[src/rtl/prog_loader.sv]
// prog_loader: boot loader that writes a framed, checksummed byte stream into word RAM from address 0,
// holding the core in reset until a verified image is resident.
module prog_loader #(
  parameter int ADDR_WIDTH = 30
) (
  input  logic                  clk,
  input  logic                  reset,
  input  logic                  in_valid,
  input  logic [7:0]            in_data,
  output logic                  in_ready,
  output logic [ADDR_WIDTH-1:0] ram_addr,
  output logic [31:0]           ram_din,
  output logic                  ram_we,
  output logic                  cpu_hold,
  output logic                  done,
  output logic                  error
);
  typedef enum logic [2:0] {SYNC, LEN0, LEN1, DATA, WRITE, CSUM, DONE, ERROR} state_t;
  state_t                r_state, w_state;
  logic [15:0]           r_n, w_n, r_idx, w_idx;
  logic [1:0]            r_lane, w_lane;
  logic [7:0]            r_csum, w_csum;
  logic [23:0]           r_word, w_word;
  logic [ADDR_WIDTH-1:0] r_addr, w_addr;
  logic [31:0]           r_din, w_din;
  logic                  r_we, w_we, r_ready, r_done, r_err, r_hold;
  logic                  w_acc;
  assign w_acc = in_valid && r_ready;
  always_comb begin
    w_state = r_state;
    w_n     = r_n;
    w_idx   = r_idx;
    w_lane  = r_lane;
    w_csum  = r_csum;
    w_word  = r_word;
    w_addr  = r_addr;
    w_din   = r_din;
    w_we    = 1'b0;
    case (r_state)
      SYNC: if (w_acc && in_data == 8'hA5) w_state = LEN0;
      LEN0: if (w_acc) begin
        w_n[7:0] = in_data;
        w_state  = LEN1;
      end
      LEN1: if (w_acc) begin
        w_n[15:8] = in_data;
        w_lane    = 2'd0;
        w_idx     = 16'd0;
        w_csum    = 8'd0;
        w_state   = ({in_data, r_n[7:0]} == 16'd0) ? CSUM : DATA;
      end
      DATA: if (w_acc) begin
        // bytes shift in from the top, so after three lanes r_word holds {b2,b1,b0}
        w_csum = r_csum ^ in_data;
        w_word = {in_data, r_word[23:8]};
        w_lane = r_lane + 2'd1;
        if (r_lane == 2'd3) begin
          w_state = WRITE;
          w_we    = 1'b1;
          w_addr  = ADDR_WIDTH'(r_idx);
          w_din   = {in_data, r_word};
        end
      end
      WRITE: begin
        w_idx   = r_idx + 16'd1;
        w_state = (w_idx == r_n) ? CSUM : DATA;
      end
      CSUM: if (w_acc) w_state = (in_data == r_csum) ? DONE : ERROR;
      default: ;
    endcase
  end
  always_ff @(posedge clk) begin
    if (reset) begin
      r_state <= SYNC;
      r_n     <= '0;
      r_idx   <= '0;
      r_lane  <= '0;
      r_csum  <= '0;
      r_word  <= '0;
      r_addr  <= '0;
      r_din   <= '0;
      r_we    <= 1'b0;
      r_ready <= 1'b1;
      r_done  <= 1'b0;
      r_err   <= 1'b0;
      r_hold  <= 1'b1;
    end else begin
      r_state <= w_state;
      r_n     <= w_n;
      r_idx   <= w_idx;
      r_lane  <= w_lane;
      r_csum  <= w_csum;
      r_word  <= w_word;
      r_addr  <= w_addr;
      r_din   <= w_din;
      r_we    <= w_we;
      r_ready <= !(w_state inside {WRITE, DONE, ERROR});
      r_done  <= w_state == DONE;
      r_err   <= w_state == ERROR;
      r_hold  <= w_state != DONE;
    end
  end
  assign in_ready = r_ready;
  assign ram_addr = r_addr;
  assign ram_din  = r_din;
  assign ram_we   = r_we;
  assign cpu_hold = r_hold;
  assign done     = r_done;
  assign error    = r_err;
endmodule

[config.mk]
export PLATFORM = sky130hd
export DESIGN_NAME = prog_loader
export DESIGN_NICKNAME = d
export VERILOG_FILES = /design/src/rtl/prog_loader.sv
export SDC_FILE = /design/constraint.sdc
export NUM_CORES = 1
export LEC_CHECK = 0
export ABC_AREA = 1
export CAP_MARGIN = 20
export CORE_MARGIN = 1.5
export CORE_UTILIZATION = 58
export CTS_CLUSTER_DIAMETER = 50
export CTS_CLUSTER_SIZE = 28
export DETAILED_ROUTE_END_ITERATION = 7
export HOLD_SLACK_MARGIN = 0.03
export PLACE_DENSITY = 0.85
export SLEW_MARGIN = 20
export SYNTH_ARGS = -nofsm -noshare
export SYNTH_HDL_FRONTEND = slang
export SYNTH_SLANG_ARGS = --single-unit
[constraint.sdc]
create_clock -name clk -period 3.8 [get_ports clk]
set_input_delay 0.57 -clock clk [delete_from_list [all_inputs] [get_ports clk]]
set_output_delay 0.57 -clock clk [all_outputs]
set_load 0.02 [all_outputs]
* Word-level counts from Yosys, hierarchy flattened
Cells that the tools add are included.
Storage, ports and cells: register bits 122, output and inout port bits 67, word-level logic and storage cells 68
Operators by class: $add $sub $neg 2, eq/ne operators 15, muxes and demuxes 19, bitwise gates (word level) 3, reductions and logical operators 15
Operators with widths (count):
- $pmux 16 s2 | 1
- $mux 3 | 8
- $pmux 3 s6 | 1
- $add 16x1->16 const B | 1
- $eq 16x16->1 | 1
- $logic_not 16->1 | 1
- $mux 16 | 1
- $mux 8 | 2
- $pmux 8 s2 | 1
- $eq 3x3->1 const B | 5
- $eq 8x8->1 | 1
- $eq 8x8->1 const B | 1
- $reduce_and 2->1 | 4
- $xor 8x8->8 | 1
- $eq 3x2->1 const B | 2
- $reduce_and 3->1 | 2
- $mux 2 | 2
- $ne 2x2->1 const B | 2
- $pmux 2 s2 | 1
- $reduce_bool 2->1 | 2
- $eq 3x1->1 const B | 1
- $logic_not 3->1 | 1
- $ne 3x3->1 const B | 1
- $reduce_bool 3->1 | 1
- other kinds (7) | 10

* Depth between registers and ports, before layout
Gate-level depths: netlist of run 1.
depth after elaboration 7, gate-level depth with buffers 16

* Least setup slack after synthesis of run 1
No wires, ideal clock.
path type flip-flop to flip-flop, start register r_idx[0], end register r_done, in the netlist done, library setup time 111 ps, arrival time 1694 ps, data required time 3689 ps, setup slack 1995 ps, stages on the path, launching flop included 13, buffers on the path 0, clock period less this slack 1805 ps, cell sequence dfxtp_1 ha_1 nand2_1 nor2_4 nand3_1 xnor3_1 nand2_1 nor2_1 nand3_1 nand2_1 nand2_1 nand2_1 nor2_1
On the way: cells in the longest elaborated chain, start to end 5
RTL lines:
- from (decl) | line 20 | logic [15:0] r_n, w_n, r_idx, w_idx;
- from (signal assigned) | line 90 | r_idx <= w_idx;
- $add 16x1->16 | line 65 | w_idx = r_idx + 16'd1;
- $eq 16x16->1 | line 66 | w_state = (w_idx == r_n) ? CSUM : DATA;
- $mux 3 | line 66
- $pmux 3 s6 | line 39 | case (r_state)
- $eq 3x3->1 | line 98 | r_done <= w_state == DONE;
- to (signal assigned) | line 84 | r_done <= 1'b0;
- to (signal assigned) | line 98
- to (decl) | line 26 | logic r_we, w_we, r_ready, r_done, r_err, r_hold;
Every way passes these cells. A chain may end at the register's enable or synchronous reset.

* Worst setup path after layout of run 1
start input in_valid, end register r_din[30], in the netlist ram_din[30]
On the way: cells in the longest elaborated chain, start to end 2
RTL lines:
- from (decl) | line 8 | input logic in_valid,
- $logic_and 1x1->1 | line 28 | assign w_acc = in_valid && r_ready;
- $reduce_and 3->1 (no line)
- to (signal assigned) | line 95 | r_din <= w_din;
- to (decl) | line 25 | logic [31:0] r_din, w_din;
Every way passes these cells.

==> parameters.txt, run 1 <==
Parameter                              Value

Status
  Status    finished clean

Floorplan
  Die area    9700 µm²
  Number of top-level pins    78
  Die extent in x    98.5 µm
  Die Y-Extent    98.5 µm
  Number of placement rows    34
  Starting utilization of the core area    60.3%
  Placeable Area    8760 µm²

Clocking
  CTS tree    built
  Hold Buf Count CTS    0
  Setup fix buffers added after clock tree synthesis    0
  Clock latency of the later-clocked register in the worst-skew pair    0.52 ns
  Clk sinks    122
  Cts repair resizes    0
  Clock buffers created by TritonCTS    17
  Max Root-Sink Buffers    2
  Root cell of the clock tree    sky130_fd_sc_hd__clkbuf_8
  Clock-pin slew reported for the worst setup and hold paths after clock tree synthesis    0.07 ns
  Depth of the CTS H-tree    4

Synth
  Synth Area per Inst    7.34 µm²
  Instance count of the mapped netlist    720
  Fraction of registers with async set/reset    0%
  Top cell type's share of synthesized area    46.2%
  Post-synth top flop    sky130_fd_sc_hd__dfxtp_1
  Number of distinct standard cells referenced by the synthesized netlist    30
  Synthesis Warnings    0
  Top cells by area in the synthesized netlist    sky130_fd_sc_hd__dfxtp_1, sky130_fd_sc_hd__a21oi_1, sky130_fd_sc_hd__nand2_1
  Synthesis-stage register bit count    122
  Sequential-to-total area share from yosys stat    46.2%
  Top cells by instance count after synthesis    sky130_fd_sc_hd__nand2_1, sky130_fd_sc_hd__dfxtp_1, sky130_fd_sc_hd__a21oi_1
  EDFF count, synth    0
  Most frequent cell after synthesis    sky130_fd_sc_hd__nand2_1
  Cell type with the largest total area after synthesis    sky130_fd_sc_hd__dfxtp_1
  Post-synthesis instance area    5290 µm²

Worst hold path
  Worst min path class    reg2reg

Route
  Number of vias per cell    5.72
  Routed WL    13800 µm
  Initial detailed-routing violation count    329
  Antenna violation net count after detailed routing    0
  Via count of the routed design    5129
  Remaining design rule violation count    0
  Length of the first detailed-routing pass in iterations    6
  Mean routed wirelength per cell    15.4 µm

Critical path
  Maximum net fanout on the critical path    36
  Slowest cell delay on critical path    0.47 ns
  Top cell by count, worst path    sky130_fd_sc_hd__nand2_1
  Arrival time worst endpoint    2.89 ns
  Required time of the worst setup path    4.24 ns
  Kind of capture point of the worst setup path    flop
  Critical path cell sequence    clkdlybuf4s50_1, nand2_1, nor2_1, nand2_1, inv_2, buf_4, o21ai_0, a21oi_1
  Startpoint type of the worst setup path    primary input
  Critical Setup Path Class    in2reg
  Slowest library cell on the worst path    sky130_fd_sc_hd__clkdlybuf4s50_1

Timing
  Rel. slew slack    38.0%
  Highest attainable clock frequency    408 MHz
  Final max-slew violation count    0
  Fin crit period    2.45 ns
  Sum Neg Setup Slack    0 ns
  Final-report hold violation count    0
  Max Clock Skew    0.00822 ns
  RSZ-0062 raised after global routing    no
  Count of endpoints failing setup in the final report    0
  Final worst-path cycle share    64.5%
  Actual transition at the worst max-transition pin    0.929 ns

Placed design
  Input/output buffers    63
  RD Place Congestion    0.987
  Post-detail-place hpwl    8900 µm

Final layout
  Final antenna diode count    0
  Total Nets Final    788
  Area overhead of the layout relative to synthesis    22.7%
  Sequential cell area    2440 µm²
  Area of combinational cells with multiple inputs    2410 µm²
  Share of final-layout standard cells stronger than drive strength 1    7.49%
  Filler cell count in the final layout    657
  Final Util    74.0%

Global routing
  Pin count of the biggest net entering global routing    91
  Combined global-route utilization of all metal layers    28.9%
  Overflow after GRT    0
  Vias in the first global route    4810
  Number of antenna violations at the first check in global routing    0
  First-pass GRT wire length    22700 µm

Flow run
  Max capacitance violation total    0

Power
  Static leakage    2.52 nW
  Worst-case vdd ir drop    0.414 mV
  Power density normalized to cell area    444 nW/µm²
  Sum of internal, switching and leakage power    0.00288 W
==> worst max-delay path, delay by kind of cell <==
kind / cells / cell delay, ns
buffers and inverters: 3 / 1.27
and+or+nand+nor: 3 / 0.70
AOI/OAI and AO/OA: 2 / 0.36
==> placed cells by master, fill, tap and decap left out <==
cell / synthesis / layout
sky130_fd_sc_hd__xnor2_1: 4 / 4
sky130_fd_sc_hd__nor2_4: 4 / 4
sky130_fd_sc_hd__clkinv_1: 1 / 1
sky130_fd_sc_hd__xnor3_1: 1 / 1
sky130_fd_sc_hd__clkinv_8: 0 / 1
sky130_fd_sc_hd__a2bb2oi_1: 2 / 2
sky130_fd_sc_hd__nand3_1: 50 / 50
sky130_fd_sc_hd__ha_1: 2 / 2
sky130_fd_sc_hd__dfxtp_1: 122 / 122
sky130_fd_sc_hd__nand2_2: 3 / 3
sky130_fd_sc_hd__a21oi_2: 1 / 1
sky130_fd_sc_hd__a311oi_1: 1 / 1
sky130_fd_sc_hd__clkinv_4: 0 / 1
sky130_fd_sc_hd__clkinv_2: 0 / 1
sky130_fd_sc_hd__nand2_1: 130 / 130
sky130_fd_sc_hd__inv_2: 0 / 1
sky130_fd_sc_hd__nand4_1: 10 / 10
sky130_fd_sc_hd__inv_8: 0 / 6
sky130_fd_sc_hd__xor2_1: 7 / 7
sky130_fd_sc_hd__buf_4: 14 / 5
sky130_fd_sc_hd__clkinvlp_4: 0 / 3
sky130_fd_sc_hd__nand2_4: 1 / 1
sky130_fd_sc_hd__nor2_2: 8 / 9
sky130_fd_sc_hd__a21oi_1: 102 / 102
sky130_fd_sc_hd__o21ai_0: 91 / 91
sky130_fd_sc_hd__nor3_1: 6 / 6
sky130_fd_sc_hd__clkbuf_8: 0 / 1
sky130_fd_sc_hd__nor2_1: 50 / 49
sky130_fd_sc_hd__conb_1: 1 / 14
sky130_fd_sc_hd__nand3b_1: 4 / 4
sky130_fd_sc_hd__inv_1: 69 / 67
sky130_fd_sc_hd__clkbuf_16: 0 / 16
sky130_fd_sc_hd__nand3_2: 1 / 1
sky130_fd_sc_hd__inv_6: 0 / 4
sky130_fd_sc_hd__o21ai_2: 1 / 1
sky130_fd_sc_hd__clkdlybuf4s50_1: 0 / 63
sky130_fd_sc_hd__nor4_1: 2 / 2
sky130_fd_sc_hd__o21a_1: 1 / 1
==> cell type report <==
type | instances | area share, %
sequential | 122 | 37.7
multi-input combinational | 496 | 37.2
timing repair buffer | 68 | 10.3
clock buffer | 17 | 6.39
inverter | 70 | 4.07
clock inverter | 15 | 2.31
tap | 108 | 2.08
==> logic make-up (layout without fill, tap and decap cells) <==
kind of cell	count (synthesis)	after routing	synth area share (%)
AOI/OAI and AO/OA	199	199	19.2
xor gates and xnor gates	12	12	2.25
adders and majority gates	2	2	0.473
buffers and inverters	115	170	9.16
DFF	122	122	46.2
other	1	14	0.0709
and+or+nand+nor	269	269	22.6
==> per-layer routing <==
metal | vias up | global-route usage, % | part of all wire (%)
met2 | 256 | 48.1 | 49
met4 | 0 | 12.5 | 2.4
met1 | 2371 | 36.3 | 41
li1 | 2467 | - | -
met3 | 35 | 6.31 | 8.0
met5 | - | 0 | 0
==> per-stage QoR <==
stage	cells	cell area [µm²]	setup WS, ns	hold WS [ns]
after detailed placement	864	5920	0.885	0.463
after global routing	896	6490	1.11	0.501
after global placement	864	5920	0.993	0.460
final	896	6490	1.35	0.472
after floorplan	733	5340	1.99	0.441
after CTS	896	6480	1.37	0.472
==> flip-flops by register name, indices dropped and copies added, names as in the netlist <==
register / count
r_word: 24
cpu_hold: 1
ram_we: 1
r_csum: 8
r_state: 3
r_lane: 2
done: 1
ram_din: 32
ram_addr: 16
error: 1
r_idx: 16
r_n: 16
in_ready: 1
==> final timing paths <==
| check | start | to | slack (ns) | cells after the start |
|---|---|---|---|---|
| max | in_valid | ram_din[30] | 1.35 | 8 |
| min | r_word[21] | ram_din[21] | 0.47 | 2 |
| max reg2reg | r_idx[0] | done | 1.44 | 12 |
| min reg2reg | r_word[21] | ram_din[21] | 0.47 | 2 |
==> where the power goes <==
part | leakage, nW | switching (W) | internal, W | total (W)
Combinational | 1.26 | 0.0000545 | 0.0000191 | 0.0000736
Sequential | 0.982 | 0.000000165 | 0.00128 | 0.00128
Clock | 0.270 | 0.000689 | 0.000841 | 0.00153
Total | 2.52 | 0.000743 | 0.00214 | 0.00288
Power figures use the tool's default switching activity.
==> run 2: changes to the inputs <==
--- a/config.mk
+++ b/config.mk
@@ -8,12 +8,12 @@
 export ABC_AREA = 1
 export CAP_MARGIN = 20
 export CORE_MARGIN = 1.5
-export CORE_UTILIZATION = 58
+export CORE_UTILIZATION = 54
 export CTS_CLUSTER_DIAMETER = 50
 export CTS_CLUSTER_SIZE = 28
 export DETAILED_ROUTE_END_ITERATION = 7
 export HOLD_SLACK_MARGIN = 0.03
-export PLACE_DENSITY = 0.85
+export PLACE_DENSITY = 0.8
 export SLEW_MARGIN = 20
 export SYNTH_ARGS = -nofsm -noshare
 export SYNTH_HDL_FRONTEND = slang
==> constraint.sdc (replaced) <==
create_clock -name clk -period 2.5 [get_ports clk]
set_input_delay 0.375 -clock clk [delete_from_list [all_inputs] [get_ports clk]]
set_output_delay 0.375 -clock clk [all_outputs]
set_load 0.02 [all_outputs]
==> parameters.txt, run 2 (synthesis gave the netlist of run 1 again) <==
Parameter                              Value

Timing
  Final-report hold violation count    0
  Final worst-path cycle share    87.7%
  Fin crit period    2.19 ns
  Crit path setup slack, layout    0.307 ns
  Sum Neg Setup Slack    0 ns
  WHS    0.471 ns
  Max Clock Skew    0.0136 ns
  Highest attainable clock frequency    456 MHz
  RSZ-0062 raised after global routing    no
  Count of endpoints failing setup in the final report    0
  Final max-slew violation count    0

Final layout
  Leading cell type in the layout, fill and taps excluded    sky130_fd_sc_hd__nand2_1
  Area overhead of the layout relative to synthesis    25.7%
  Share of final-layout standard cells stronger than drive strength 1    8.07%
  Post-layout instance count excluding filler cells    922
  Filler cell count in the final layout    726
  Most frequent cells in the layout    sky130_fd_sc_hd__nand2_1, sky130_fd_sc_hd__dfxtp_1, sky130_fd_sc_hd__a21oi_1
  Area of combinational cells with multiple inputs    2410 µm²
  Total Nets Final    793
  Final antenna diode count    0
  Max FFs per register    32
  Sequential cell area    2440 µm²

Floorplan
  Number of placement rows    35
  Die Y-Extent    102 µm
  Placeable Area    9370 µm²
  Starting utilization of the core area    56.4%
  Die extent in x    102 µm
  Number of top-level pins    78
  Die area    10400 µm²

Critical path
  Required time of the worst setup path    2.89 ns
  Startpoint type of the worst setup path    flop
  Slowest cell delay on critical path    0.42 ns
  Slowest library cell on the worst path    sky130_fd_sc_hd__dfxtp_1
  Maximum net fanout on the critical path    5
  Critical Setup Path Class    reg2reg
  Critical path cell sequence    ha_1, nand3_1, nor2_2, nand2_1, nand3_1, nand2_1, nor2_1, nand3_1, nor2_1, nand3_2, a21oi_1, nand2_1
  Arrival time worst endpoint    2.58 ns
  Number of cells on the worst reg-to-reg path    12
  Kind of capture point of the worst setup path    flop

Clocking
  Cts repair resizes    0
  Clk sinks    122
  Clock-pin slew reported for the worst setup and hold paths after clock tree synthesis    0.06 ns
  Clock latency of the later-clocked register in the worst-skew pair    0.52 ns
  CTS tree    built
  Depth of the CTS H-tree    4
  Clock buffers created by TritonCTS    17
  Max Root-Sink Buffers    2
  Setup fix buffers added after clock tree synthesis    0
  Hold Buf Count CTS    0
  Root cell of the clock tree    sky130_fd_sc_hd__clkbuf_8

Placed design
  RD Place Congestion    0.970
  Worst setup timing slack at the placement stage    0.300 ns
  Input/output buffers    63
  Post-detail-place hpwl    8980 µm
  Placed cell count    890

Global routing
  Number of antenna violations at the first check in global routing    0
  Overflow after GRT    0
  Combined global-route utilization of all metal layers    27.9%
  First-pass GRT wire length    22600 µm
  Vias in the first global route    4729
  Pin count of the biggest net entering global routing    66

Power
  Sum of internal, switching and leakage power    0.00465 W
  Static leakage    2.58 nW
  Worst-case vdd ir drop    0.525 mV
  Power density normalized to cell area    699 nW/µm²

Route
  Number of vias per cell    5.53
  Antenna violation net count after detailed routing    0
  Via count of the routed design    5101
  Mean routed wirelength per cell    14.9 µm
  Length of the first detailed-routing pass in iterations    5
  Initial detailed-routing violation count    444
  Remaining design rule violation count    0
  Routed WL    13700 µm

Worst hold path
  Worst min path class    reg2reg
  Worst hold path depth    2

Status
  Status    finished clean

Flow run
  Max capacitance violation total    0
[run 2: worst max-delay path, delay by kind of cell (launching register included)]
kind	cells	cell delay, ns
AOI/OAI and AO/OA	1	0.18
adders and majority gates	1	0.22
DFF	1	0.42
and+or+nand+nor	10	1.25
[run 2: cell type report]
class / count / area share [%]
clock buffers: 17 / 6.23
clock inverters: 15 / 3.18
inverters: 70 / 3.95
multi-input cells: 496 / 36.3
flip-flops and latches: 122 / 36.7
well taps: 129 / 2.43
repair buffers: 73 / 11.2
[run 2: metrics by stage]
stage,cell area [µm²],util (%)
floorplan,5340,-
global placement,6020,64.3
detailed placement,6020,64.3
CTS,6650,70.9
global route,6650,70.9
finish,6650,70.9
[run 2: where the power goes]
| part | internal, W | leakage (nW) | total, W | switching (W) |
|---|---|---|---|---|
| clock network | 0.00164 | 0.304 | 0.00259 | 0.000951 |
| registers | 0.00194 | 0.982 | 0.00194 | 0.000000262 |
| logic | 0.0000318 | 1.30 | 0.000115 | 0.0000828 |
[run 2: layer usage]
metal / routed length, µm / vias to the layer above / global-route usage (%)
li1: - / 2473 / -
met1: 6000 / 2365 / 35.4
met2: 6520 / 228 / 46.2
met3: 873 / 35 / 6.02
met4: 334 / 0 / 12.2
met5: 0 / - / 0
[run 2: final timing paths]
path | from | end | slack [ns]
hold / removal | r_word[8] | r_word[0] | 0.47
hold reg to reg | r_word[8] | r_word[0] | 0.47
setup reg to reg | r_idx[0] | cpu_hold | 0.31
setup / recovery | r_idx[0] | cpu_hold | 0.31
==> run 3: changes to the inputs <==
--- a/config.mk
+++ b/config.mk
@@ -8,12 +8,12 @@
 export ABC_AREA = 1
 export CAP_MARGIN = 20
 export CORE_MARGIN = 1.5
-export CORE_UTILIZATION = 54
-export CTS_CLUSTER_DIAMETER = 50
+export CORE_UTILIZATION = 49
 export CTS_CLUSTER_SIZE = 28
 export DETAILED_ROUTE_END_ITERATION = 7
 export HOLD_SLACK_MARGIN = 0.03
-export PLACE_DENSITY = 0.8
+export PLACE_DENSITY = 0.76
+export SKIP_CTS_REPAIR_TIMING = 1
 export SLEW_MARGIN = 20
 export SYNTH_ARGS = -nofsm -noshare
 export SYNTH_HDL_FRONTEND = slang
==> constraint.sdc (replaced) <==
create_clock -name clk -period 1.9 [get_ports clk]
set_input_delay 0.285 -clock clk [delete_from_list [all_inputs] [get_ports clk]]
set_output_delay 0.285 -clock clk [all_outputs]
set_load 0.02 [all_outputs]
==> parameters.txt, run 3 (synthesis gave the netlist of run 1 again) <==
Parameter                              Value

Status
  Status    complete, but fails checks
  Violations in the final reports    negative setup slack

Route
  Mean routed wirelength per cell    14.9 µm
  DR top layer    met4
  Detailed-routed wire length on met2    7130 µm
  Antenna violation net count after detailed routing    0
  Number of vias per cell    5.33
  Remaining design rule violation count    0
  Detailed-routing wirelength on met1    6520 µm
  Initial detailed-routing violation count    393
  Metal3 WL    783 µm
  Via count of the routed design    5272
  Routed WL    14800 µm
  Length of the first detailed-routing pass in iterations    5

Critical path
  Required time of the worst setup path    2.30 ns
  Slowest cell delay on critical path    0.35 ns
  Maximum net fanout on the critical path    6
  Startpoint type of the worst setup path    flop
  Slowest library cell on the worst path    sky130_fd_sc_hd__dfxtp_2
  Number of cells on the worst reg-to-reg path    14
  Critical path cell sequence    buf_6, nand2_4, nor2_4, nand2_4, inv_4, nand3_4, nand2_2, nand2_1, nand2_1, nand2_2, nor2_4, nand3_4, a21oi_2, nand2_1
  Critical Setup Path Class    reg2reg
  Arrival time worst endpoint    2.37 ns
  Top cell by count, worst path    sky130_fd_sc_hd__nand2_1
  Kind of capture point of the worst setup path    flop

Clocking
  Depth of the CTS H-tree    4
  Clock-pin slew reported for the worst setup and hold paths after clock tree synthesis    0.06 ns
  Max Root-Sink Buffers    2
  CTS tree    built
  Clock buffers created by TritonCTS    17
  Root cell of the clock tree    sky130_fd_sc_hd__clkbuf_8
  Clock latency of the later-clocked register in the worst-skew pair    0.52 ns
  Clk sinks    122

Floorplan
  Die Y-Extent    107 µm
  Number of top-level pins    78
  Placeable Area    10400 µm²
  Die extent in x    107 µm
  Starting utilization of the core area    50.8%
  Die area    11400 µm²
  Number of placement rows    37

Timing
  Max Clock Skew    0.00995 ns
  Fin crit period    1.97 ns
  Crit path setup slack, layout    -0.0692 ns
  Highest attainable clock frequency    508 MHz
  Count of endpoints failing setup in the final report    6
  Final max-slew violation count    0
  Final worst-path cycle share    104%
  RSZ-0062 raised after global routing    yes
  Final-report hold violation count    0

Placed design
  Post-detail-place hpwl    9760 µm
  Input/output buffers    63
  Worst setup timing slack at the placement stage    -0.143 ns
  RD Place Congestion    0.922

Power
  Sum of internal, switching and leakage power    0.00577 W
  Power density normalized to cell area    794 nW/µm²
  Static leakage    2.91 nW
  Worst-case vdd ir drop    0.478 mV

Final layout
  Share of final-layout standard cells stronger than drive strength 1    19.1%
  Area overhead of the layout relative to synthesis    37.5%
  Final Util    69.8%
  Most frequent cells in the layout    sky130_fd_sc_hd__nand2_1, sky130_fd_sc_hd__dfxtp_1, sky130_fd_sc_hd__a21oi_1
  Final antenna diode count    0
  Max FFs per register    32
  Total Nets Final    854

Global routing
  First-pass GRT wire length    22800 µm
  Combined global-route utilization of all metal layers    25.4%
  Overflow after GRT    0
  Pin count of the biggest net entering global routing    52
  Number of antenna violations at the first check in global routing    0
  Vias in the first global route    4900

Worst hold path
  Worst min path class    reg2reg
  Worst hold path depth    2

Flow run
  Max capacitance violation total    0
## run 3: per-stage QoR
step	setup TNS, ns	instance area [µm²]	instances	hold slack, ns
2_1_floorplan	0	5340	733	0.369
3_3_place_gp	-1.34	6450	950	0.456
3_5_place_dp	-0.995	6450	950	0.460
4_1_cts	-0.631	7010	982	0.468
5_1_grt	-0.877	7270	990	0.490
6_report	-0.312	7270	990	0.472
## run 3: final timing paths
check                                 from        end  slack (ns)
worst max-delay path              r_idx[1]   in_ready       -0.07
worst min-delay path            r_word[11]  r_word[3]        0.47
worst max register to register    r_idx[1]   in_ready       -0.07
worst min register to register  r_word[11]  r_word[3]        0.47
## run 3: area by class of cell
cell class | instances | area (µm²)
clock buffer | 19 | 422
clock inverter | 13 | 135
multi-input combinational | 497 | 2590
fill | 824 | 3150
tap | 136 | 170
timing repair buffer | 133 | 1230
inverter | 70 | 265
sequential | 122 | 2450
## run 3: power by group
part           switching (W)  internal, W  leakage [nW]
sequential       0.000000364      0.00256         0.986
combinational       0.000117    0.0000706          1.66
clock                0.00126      0.00177         0.267
total                0.00137      0.00440          2.91
## run 3: critical path, delay by kind of cell, from the launching register on
kind                   cells  cell delay, ns
and+or+nand+nor           11            1.10
DFF                        1            0.35
buffers and inverters      2            0.20
AOI/OAI and AO/OA          1            0.17
## run 3: per-layer routing
metal / GRT usage, % / vias to the layer above
met2: 42.1 / 174
met4: 11.0 / 0
met3: 5.05 / 35
met5: 0 / -
li1: - / 2603
met1: 32.3 / 2460
